--- config.mk ---
export PLATFORM = sky130hd
export DESIGN_NAME = multi_mode_register
export DESIGN_NICKNAME = d
export VERILOG_FILES = /design/src/rtl/multi_mode_register.sv
export SDC_FILE = /design/constraint.sdc
export NUM_CORES = 1
export LEC_CHECK = 0
export CAP_MARGIN = 40
export CORE_MARGIN = 2
export CORE_UTILIZATION = 36
export CTS_CLUSTER_SIZE = 40
export DETAILED_ROUTE_END_ITERATION = 16
export PLACE_DENSITY = 0.64
export SYNTH_ARGS = -nofsm -noshare
export SYNTH_HDL_FRONTEND = slang
export SYNTH_SLANG_ARGS = --single-unit
--- constraint.sdc ---
create_clock -name clk -period 2.2 [get_ports clk]
set_clock_uncertainty 0.15 [all_clocks]
set_input_delay 0.66 -clock clk [delete_from_list [all_inputs] [get_ports clk]]
set_output_delay 0.66 -clock clk [all_outputs]
set_load 0.05 [all_outputs]
--- src/rtl/multi_mode_register.sv ---
// multi_mode_register: WIDTH-bit register with eight single-step modes
// (hold, load, shift, rotate, increment, clear). It also runs a multi-cycle
// shift/rotate of shamt steps, sequenced by an IDLE/RUN/DONE FSM.
module multi_mode_register #(
  parameter int WIDTH   = 4,
  parameter int SHAMT_W = 3
) (
  input  logic               clk,
  input  logic               rst_n,
  input  logic [2:0]         mode,
  input  logic [WIDTH-1:0]   IN,
  input  logic               ser_in,
  input  logic               start,
  input  logic [SHAMT_W-1:0] shamt,
  output logic [WIDTH-1:0]   A,
  output logic               ser_out,
  output logic               carry,
  output logic               busy,
  output logic               done
);

  localparam logic [2:0] M_HOLD  = 3'b000;
  localparam logic [2:0] M_LOAD  = 3'b001;
  localparam logic [2:0] M_SHL   = 3'b010;
  localparam logic [2:0] M_SHR   = 3'b011;
  localparam logic [2:0] M_ROL   = 3'b100;
  localparam logic [2:0] M_ROR   = 3'b101;
  localparam logic [2:0] M_INC   = 3'b110;
  localparam logic [2:0] M_CLEAR = 3'b111;

  localparam logic [SHAMT_W-1:0] CNT_ZERO = SHAMT_W'(1'b0);
  localparam logic [SHAMT_W-1:0] CNT_ONE  = SHAMT_W'(1'b1);

  typedef enum logic [1:0] {
    S_IDLE = 2'b00,
    S_RUN  = 2'b01,
    S_DONE = 2'b10
  } state_e;

  // Only the shift and rotate modes can be repeated as a multi-cycle command.
  function automatic logic is_multi(input logic [2:0] m);
    return (m == M_SHL) || (m == M_SHR) || (m == M_ROL) || (m == M_ROR);
  endfunction

  state_e               state_q, state_d;
  logic [SHAMT_W-1:0]   cnt_q, cnt_d;
  logic [2:0]           mode_q, mode_d;
  logic [WIDTH-1:0]     a_q, a_d;
  logic                 ser_out_q, ser_out_d;
  logic                 carry_q, carry_d;
  logic                 step_en_s;
  logic [2:0]           step_mode_s;
  logic [WIDTH:0]       inc_s;
  logic                 busy_s, done_s;

  // FSM state, step counter and latched command mode.
  always_ff @(posedge clk or negedge rst_n) begin
    if (!rst_n) begin
      state_q <= S_IDLE;
      cnt_q   <= CNT_ZERO;
      mode_q  <= M_HOLD;
    end else begin
      state_q <= state_d;
      cnt_q   <= cnt_d;
      mode_q  <= mode_d;
    end
  end

  // Next-state logic. It also decides whether this edge performs a datapath
  // step and which mode that step uses.
  always_comb begin
    state_d     = state_q;
    cnt_d       = cnt_q;
    mode_d      = mode_q;
    step_en_s   = 1'b0;
    step_mode_s = mode;
    case (state_q)
      S_IDLE: begin
        if (start && is_multi(mode)) begin
          mode_d = mode;
          if (shamt != CNT_ZERO) begin
            state_d = S_RUN;
            cnt_d   = shamt;
          end else begin
            state_d = S_DONE;
            cnt_d   = CNT_ZERO;
          end
        end else begin
          step_en_s   = 1'b1;
          step_mode_s = mode;
        end
      end
      S_RUN: begin
        step_en_s   = 1'b1;
        step_mode_s = mode_q;
        cnt_d       = cnt_q - CNT_ONE;
        if (cnt_q == CNT_ONE) begin
          state_d = S_DONE;
        end else begin
          state_d = S_RUN;
        end
      end
      S_DONE: begin
        state_d = S_IDLE;
      end
      default: begin
        state_d = S_IDLE;
        cnt_d   = CNT_ZERO;
      end
    endcase
  end

  // Decode the handshake outputs directly from the registered state so they
  // are glitch-free.
  always_comb begin
    busy_s = (state_q == S_RUN);
    done_s = (state_q == S_DONE);
  end

  // Datapath step. Flags keep their value unless the mode defines them.
  always_comb begin
    a_d       = a_q;
    ser_out_d = ser_out_q;
    carry_d   = carry_q;
    inc_s     = {1'b0, a_q} + {{WIDTH{1'b0}}, 1'b1};
    if (step_en_s) begin
      case (step_mode_s)
        M_HOLD: begin
          a_d = a_q;
        end
        M_LOAD: begin
          a_d     = IN;
          carry_d = 1'b0;
        end
        M_SHL: begin
          a_d       = {a_q[WIDTH-2:0], ser_in};
          ser_out_d = a_q[WIDTH-1];
        end
        M_SHR: begin
          a_d       = {ser_in, a_q[WIDTH-1:1]};
          ser_out_d = a_q[0];
        end
        M_ROL: begin
          a_d       = {a_q[WIDTH-2:0], a_q[WIDTH-1]};
          ser_out_d = a_q[WIDTH-1];
        end
        M_ROR: begin
          a_d       = {a_q[0], a_q[WIDTH-1:1]};
          ser_out_d = a_q[0];
        end
        M_INC: begin
          a_d     = inc_s[WIDTH-1:0];
          carry_d = inc_s[WIDTH];
        end
        M_CLEAR: begin
          a_d     = {WIDTH{1'b0}};
          carry_d = 1'b0;
        end
        default: begin
          a_d = a_q;
        end
      endcase
    end else begin
      a_d = a_q;
    end
  end

  // Register contents and flags.
  always_ff @(posedge clk or negedge rst_n) begin
    if (!rst_n) begin
      a_q       <= {WIDTH{1'b0}};
      ser_out_q <= 1'b0;
      carry_q   <= 1'b0;
    end else begin
      a_q       <= a_d;
      ser_out_q <= ser_out_d;
      carry_q   <= carry_d;
    end
  end

  assign A       = a_q;
  assign ser_out = ser_out_q;
  assign carry   = carry_q;
  assign busy    = busy_s;
  assign done    = done_s;

endmodule

==> Word-level counts from Yosys, hierarchy flattened <==
Index checks and enable logic that the tools add are counted.
{ "totals": {"regBits": 14, "input_bits": 14, "output_inout_bits": 8, "wordCells": 55} }
{ "classes": {"n_addsub": 2, "n_eq_ne": 15, "mux": 13, "n_bitwise": 2, "reduce_logical": 17} }
{ "ops": {"columns": ["operator", "n"], "rows": [
  ["$pmux W4 S7", 1],
  ["$eq A3 B3 Y1 const B", 6],
  ["$eq A3 B2 Y1 const B", 4],
  ["$reduce_and A2 Y1", 5],
  ["$mux W3", 3],
  ["$pmux W3 S3", 1],
  ["$eq A3 B1 Y1 const B", 2],
  ["$mux W2", 3],
  ["$pmux W1 S2", 3],
  ["$reduce_or A2 Y1", 3],
  ["$add A4 B1 Y5 const B", 1],
  ["$pmux W2 S2", 1],
  ["$reduce_bool A2 Y1", 2],
  ["$logic_not A3 Y1", 1],
  ["$logic_or A1 B1 Y1", 3],
  ["$reduce_bool A3 Y1", 1],
  ["$sub A3 B1 Y3 const B", 1],
  ["$eq A2 B1 Y1 const B", 1],
  ["$eq A2 B2 Y1 const B", 1],
  ["$logic_not A2 Y1", 1],
  ["$ne A2 B2 Y1 const B", 1],
  ["$not A1 Y1", 2],
  ["$logic_and A1 B1 Y1", 1],
  ["$mux W1", 1]
]} }

==> Logic depth before layout (Yosys ltp) <==
{ "logic_depth": {"ltp_word": 8, "mapped_depth": 7, "depth_no_buf": 5} }

==> Worst setup path after synthesis <==
Ideal clock, no wire load.
{ "synth_timing": {"path_kind": "register to output", "from": "register state_q[1]", "to": "output done", "t_arrival_ps": 1381, "t_required_ps": 1390, "path_slack_ps": 9, "stages_incl_launch_ff": 3, "path_buffers": 1, "path_cell_list": "dfrtp_1 -> clkbuf_1 -> nor2b_1"} }
{ "synth_via": {"elab_chain_cells": 1} }
{ "synth_lines": {"columns": ["element", "line_no", "rtl"], "rows": [
  ["from (decl)", "45", "state_e state_q, state_d;"],
  ["from (signal assigned)", "63", "state_q <= state_d;"],
  ["$eq A2 B2 Y1", "117", "done_s = (state_q == S_DONE);"],
  ["to (decl)", "19", "output logic done"]
]} }
No other way between the ends.

==> Final worst setup path <==
{ "layout_timing": {"from": "input mode[1]", "to": "register a_q[0], in the netlist A[0]"} }
{ "layout_via": {"elab_chain_cells": 8, "word_cells_on_any_way": 22, "cone_classes": "11 x eq/ne; 4 x mux; 1 x bitwise; 6 x reduce/logical"} }
{ "layout_lines": {"columns": ["element", "line_no", "rtl"], "rows": [
  ["from (decl)", "10", "input logic [2:0] mode,"],
  ["$eq A3 B2 Y1", "42", "return (m == M_SHL) || (m == M_SHR) || (m == M_ROL) || (m == M_ROR);"],
  ["$logic_or A1 B1 Y1 (3 in series)", "42", null],
  ["$logic_and A1 B1 Y1", "79", "if (start && is_multi(mode)) begin"],
  ["$mux W1", "79", null],
  ["$pmux W1 S2", "77", "case (state_q)"],
  ["$reduce_and A2 Y1 (no source line)", null, null],
  ["to (signal assigned)", "171", "a_q <= {WIDTH{1'b0}};"],
  ["to (decl)", "48", "logic [WIDTH-1:0] a_q, a_d;"]
]} }
Parallel ways exist; a longest one is shown, timed or not.
A chain may end at the register's enable or synchronous reset.

==> results.md <==
Run status:
- The flow ran to the end, and the final reports show no timing, DRC or antenna violations.

Routing:
- In the detailed route, the total length drawn on met3 is 89 µm.
- The routed design uses 1147 µm of met2 wire.
- The residual antenna-violating net count after detailed routing is 0.
- The top routing layer in use is met4.
- The total via count after detailed routing is 954.
- The violation count after the first detailed-route iteration is 40.
- The wire length after detailed routing is 2292 µm.
- The count of TritonRoute iterations in the first routing pass is 4.
- The total DRC errors in the routed layout is 0.
- Using the TritonRoute via totals, the vias-per-cell ratio works out to 5.390.
- After detailed routing, the wire length on met1 is 1025 µm.
- After detailed routing, the average wire length per cell comes to 12.95 µm.

Pwr:
- The maximum ir drop on the vdd rail is 0.8184 mV.
- The analysis attributes to cell leakage a power of 0.6664 nW.
- The portion of total power attributed to combinational logic is 66.5%.
- The power per unit of standard cell area is 1550 mW/mm².
- The clock network fraction of total power is 8.5%.
- The switching power share of the total is 45.95%.
- Sequential cells burn 25.0% of the power.
- The internal portion of total power is 0.001222 W.
- The reported net switching power is 0.001039 W.

Timing:
- The number of setup violations in the final report is 0.
- The share of the cycle needed by the critical path after routing is 96.08%.
- The time the final worst path needs with I/O delays and setup is 2.114 ns.
- The final hold slack is 0.3597 ns.
- Setup repair after global routing left no endpoint under its margin.
- Derived from the worst setup path, the maximum achievable clock frequency is 0.4731 GHz.
- The worst pin sits at a relative slew slack of 73.73%.
- The final-report max-slew violation count was 0.
- The transition time of the tightest slew-check pin is 0.3922 ns.
- The final count of hold timing violations came to 0.
- Setup slack on the critical path of the routed design comes to 0.08618 ns.

Synthesis:
- The leading area contributor after synthesis is sky130_fd_sc_hd__dfrtp_1.
- The commonest cells after synthesis are 14 x sky130_fd_sc_hd__dfrtp_1, 14 x sky130_fd_sc_hd__nor2_1, 6 x sky130_fd_sc_hd__inv_1, 6 x sky130_fd_sc_hd__nand2_1.
- The synthesized netlist occupies a cell area of 0.001017 mm².
- The synthesized area per cell is 9.688 µm².
- The number of library cell types mapped by synthesis is 38.
- After synthesis, the largest area contributor takes up 34.44% of total cell area.
- The most used flip-flop cell after synthesis is sky130_fd_sc_hd__dfrtp_1.
- The Yosys step of the flow raised 0 warnings.
- The part of the Yosys area used for sequential elements is 34.44%.
- Counting every net in the synthesized netlist gives 122.
- In the post-synthesis netlist, the biggest area contributors are sky130_fd_sc_hd__dfrtp_1 34%, sky130_fd_sc_hd__nor2_1 5.2%, sky130_fd_sc_hd__mux2i_1 4.9%, sky130_fd_sc_hd__ha_1 3.7%, sky130_fd_sc_hd__a22o_1 3.4%.
- The number of standard cells after synthesis is 105.
- Counting flops with a built-in enable in the synthesized netlist gives 0.
- For this run, asynchronously set or reset flops after synthesis account for 100.0%.
- After synthesis the netlist holds a flip-flop and latch count of 14.

Finish:
- Summing all non-filler instances in the final layout gives an area of 0.001459 mm².
- From synthesis to final layout, the design area changed by 43.42%.
- The post-route netlist has 29.45% of its cells at a drive strength greater than 1.
- The number of filler cells placed in the layout is 263.
- The number of antenna cells inserted is 0.
- The total area of sequential cells is 350.3 µm².
- Summing all multi-input logic gate instances after layout gives 625.6 µm².
- The final layout net count is 164.

Die:
- The die is 57.16 µm wide.
- The core outline area is 0.002710 mm².
- The total number of placement rows is 19.
- In this run the vertical extent of the chip is 57.16 µm.
- The initial core utilization is 37.53%.
- The boundary pin count is 22.
- The die covers 0.003267 mm².

Clocking:
- Clock tree synthesis found a total of 14 sinks.
- The master cell of the clock root buffer is sky130_fd_sc_hd__clkbuf_4.
- For the worst-skew pair, the clock arrives at the later sink with an insertion delay of 0.29 ns.
- Buffers inserted during clock tree synthesis total 3.
- The maximum buffer depth of the clock tree is 2.
- The clock transition at the registers of the reported paths is 0.09 ns.
- CTS built an H-tree with a depth of 1.
- TritonCTS built the clock tree.
- Hold repair after CTS inserted 0 buffers.

Setup path:
- The worst endpoint data arrival time is 2.20 ns.
- The kind of capture point of the worst setup path is a flop.
- The required time at the endpoint of the critical path is 2.28 ns.
- The launching element type of the critical path is an input pin.
- The class of the most critical setup path is input pin to flop.
- The maximum fanout encountered on the critical timing path is 5.

Run:
- The total of max-cap violations is 0.

Global route:
- The overall routing resource usage is 15.91%.
- The number of global-route vias before repair is 909.
- The global route total overflow is 0.
- The first global-routing pass estimated 4008 µm of wire.
- The initial antenna violation count came to 0.
- Entering global routing, the biggest net connects 15 pins.

Worst hold path:
- The class of the tightest hold or removal check is flop to flop.

Placed design:
- OpenSTA, run right after detailed placement, puts the worst setup slack at -0.2867 ns.
- The number of buffer cells added on primary ports is 21.
- The placed standard-cell area is 0.001413 mm².
- The post-DP HPWL is 1896 µm.
- At the end of routability-driven placement, the weighted congestion stood at 0.8311.
==> stage by stage <==
| step | std cells | power [W] | TNS (ns) | utilization (%) |
|---|---|---|---|---|
| 3_3_place_gp | 173 | 0.002043 | -2.410 | 52.12 |
| 5_1_grt | 177 | 0.002433 | 0 | 53.83 |
| 2_1_floorplan | 105 | 0.001562 | 0 | - |
| 6_report | 177 | 0.002261 | 0 | 53.83 |
| 3_5_place_dp | 173 | 0.002084 | -2.934 | 52.12 |
| 4_1_cts | 177 | 0.002281 | 0 | 53.46 |
==> power groups by stage <==
stage	logic (W)	clock network [W]	registers, W
2_1_floorplan	0.000868	0	0.000694
3_3_place_gp	0.00148	0	0.000565
3_5_place_dp	0.00151	0	0.000572
4_1_cts	0.00152	0.000199	0.000565
5_1_grt	0.00163	0.000214	0.000590
6_report	0.00150	0.000193	0.000564
==> cell type report <==
cell class / count / area share (%)
Multi-Input combinational cell: 82 / 42.88
Timing Repair Buffer: 40 / 26.42
Sequential cell: 14 / 24.01
Tap cell: 31 / 2.659
Clock buffer: 4 / 2.487
Inverter: 6 / 1.544
==> logic make-up after synthesis <==
| family | Yosys count | share of synthesized area [%] |
|---|---|---|
| AOI/OAI and AO/OA | 28 | 20.91 |
| adders and majority gates | 3 | 3.690 |
| buffers and inverters | 9 | 4.796 |
| muxes | 12 | 15.01 |
| DFF | 14 | 34.44 |
| and+or+nand+nor | 34 | 16.85 |
| xor gates and xnor gates | 5 | 4.305 |
==> state kept, by name (all words and copies together) (netlist names) <==
name,count
ser_out,1
carry,1
state_q,2
cnt_q,3
A,4
mode_q,3
==> worst max-delay path, cell delays in order <==
cell	delay [ns]
sky130_fd_sc_hd__clkdlybuf4s50_1	0.52
sky130_fd_sc_hd__buf_4	0.14
sky130_fd_sc_hd__nand2_1	0.07
sky130_fd_sc_hd__mux2i_4	0.23
sky130_fd_sc_hd__buf_4	0.17
sky130_fd_sc_hd__a22oi_1	0.06
sky130_fd_sc_hd__o221ai_1	0.18
sky130_fd_sc_hd__a22o_1	0.16
==> final timing paths <==
| check | from | endpoint | slack (ns) | cells after the start |
|---|---|---|---|---|
| hold / removal | cnt_q[1] | cnt_q[1] | 0.36 | 1 |
| setup / recovery | mode[1] | A[0] | 0.09 | 8 |
| hold reg to reg | cnt_q[1] | cnt_q[1] | 0.36 | 1 |
| setup reg to reg | state_q[0] | A[1] | 0.32 | 5 |
| min in group asynchronous | rst_n | mode_q[0] | 0.52 | 2 |
| max in group asynchronous | rst_n | A[0] | 1.21 | 2 |
==> placed cells by master, fill, tap and decap left out, types with 2 or more instances in the layout <==
master and count:
sky130_fd_sc_hd__a22oi_1 3, sky130_fd_sc_hd__nand2_1 6, sky130_fd_sc_hd__o2bb2ai_1 2, sky130_fd_sc_hd__clkdlybuf4s50_1 12, sky130_fd_sc_hd__a22o_1 4, sky130_fd_sc_hd__buf_4 23
sky130_fd_sc_hd__nor3_1 2, sky130_fd_sc_hd__o31ai_1 2, sky130_fd_sc_hd__a21oi_1 5, sky130_fd_sc_hd__mux2i_1 5, sky130_fd_sc_hd__nand3_1 4, sky130_fd_sc_hd__o211ai_1 2
sky130_fd_sc_hd__buf_12 4, sky130_fd_sc_hd__mux2i_2 2, sky130_fd_sc_hd__a31oi_1 2, sky130_fd_sc_hd__o221ai_1 2, sky130_fd_sc_hd__clkbuf_4 3, sky130_fd_sc_hd__inv_1 6
sky130_fd_sc_hd__nor2_1 14, sky130_fd_sc_hd__ha_1 3, sky130_fd_sc_hd__mux2_2 2, sky130_fd_sc_hd__dfrtp_1 14, sky130_fd_sc_hd__mux2_4 2, sky130_fd_sc_hd__xor2_1 3
==> routing by layer <==
metal  vias to the layer above  GRT usage, %
met1                       463         20.06
met3                         5         4.762
met4                         0         4.983
li1                        467             -
met5                         -             0
met2                        19         26.27
==> timing repair <==
action / in CTS / in global routing
setup endpoints to repair: 0 / 7
buffers inserted: 0 / 0
resized for setup: 0 / 2
No activity file was read; power rests on OpenSTA's default activity.
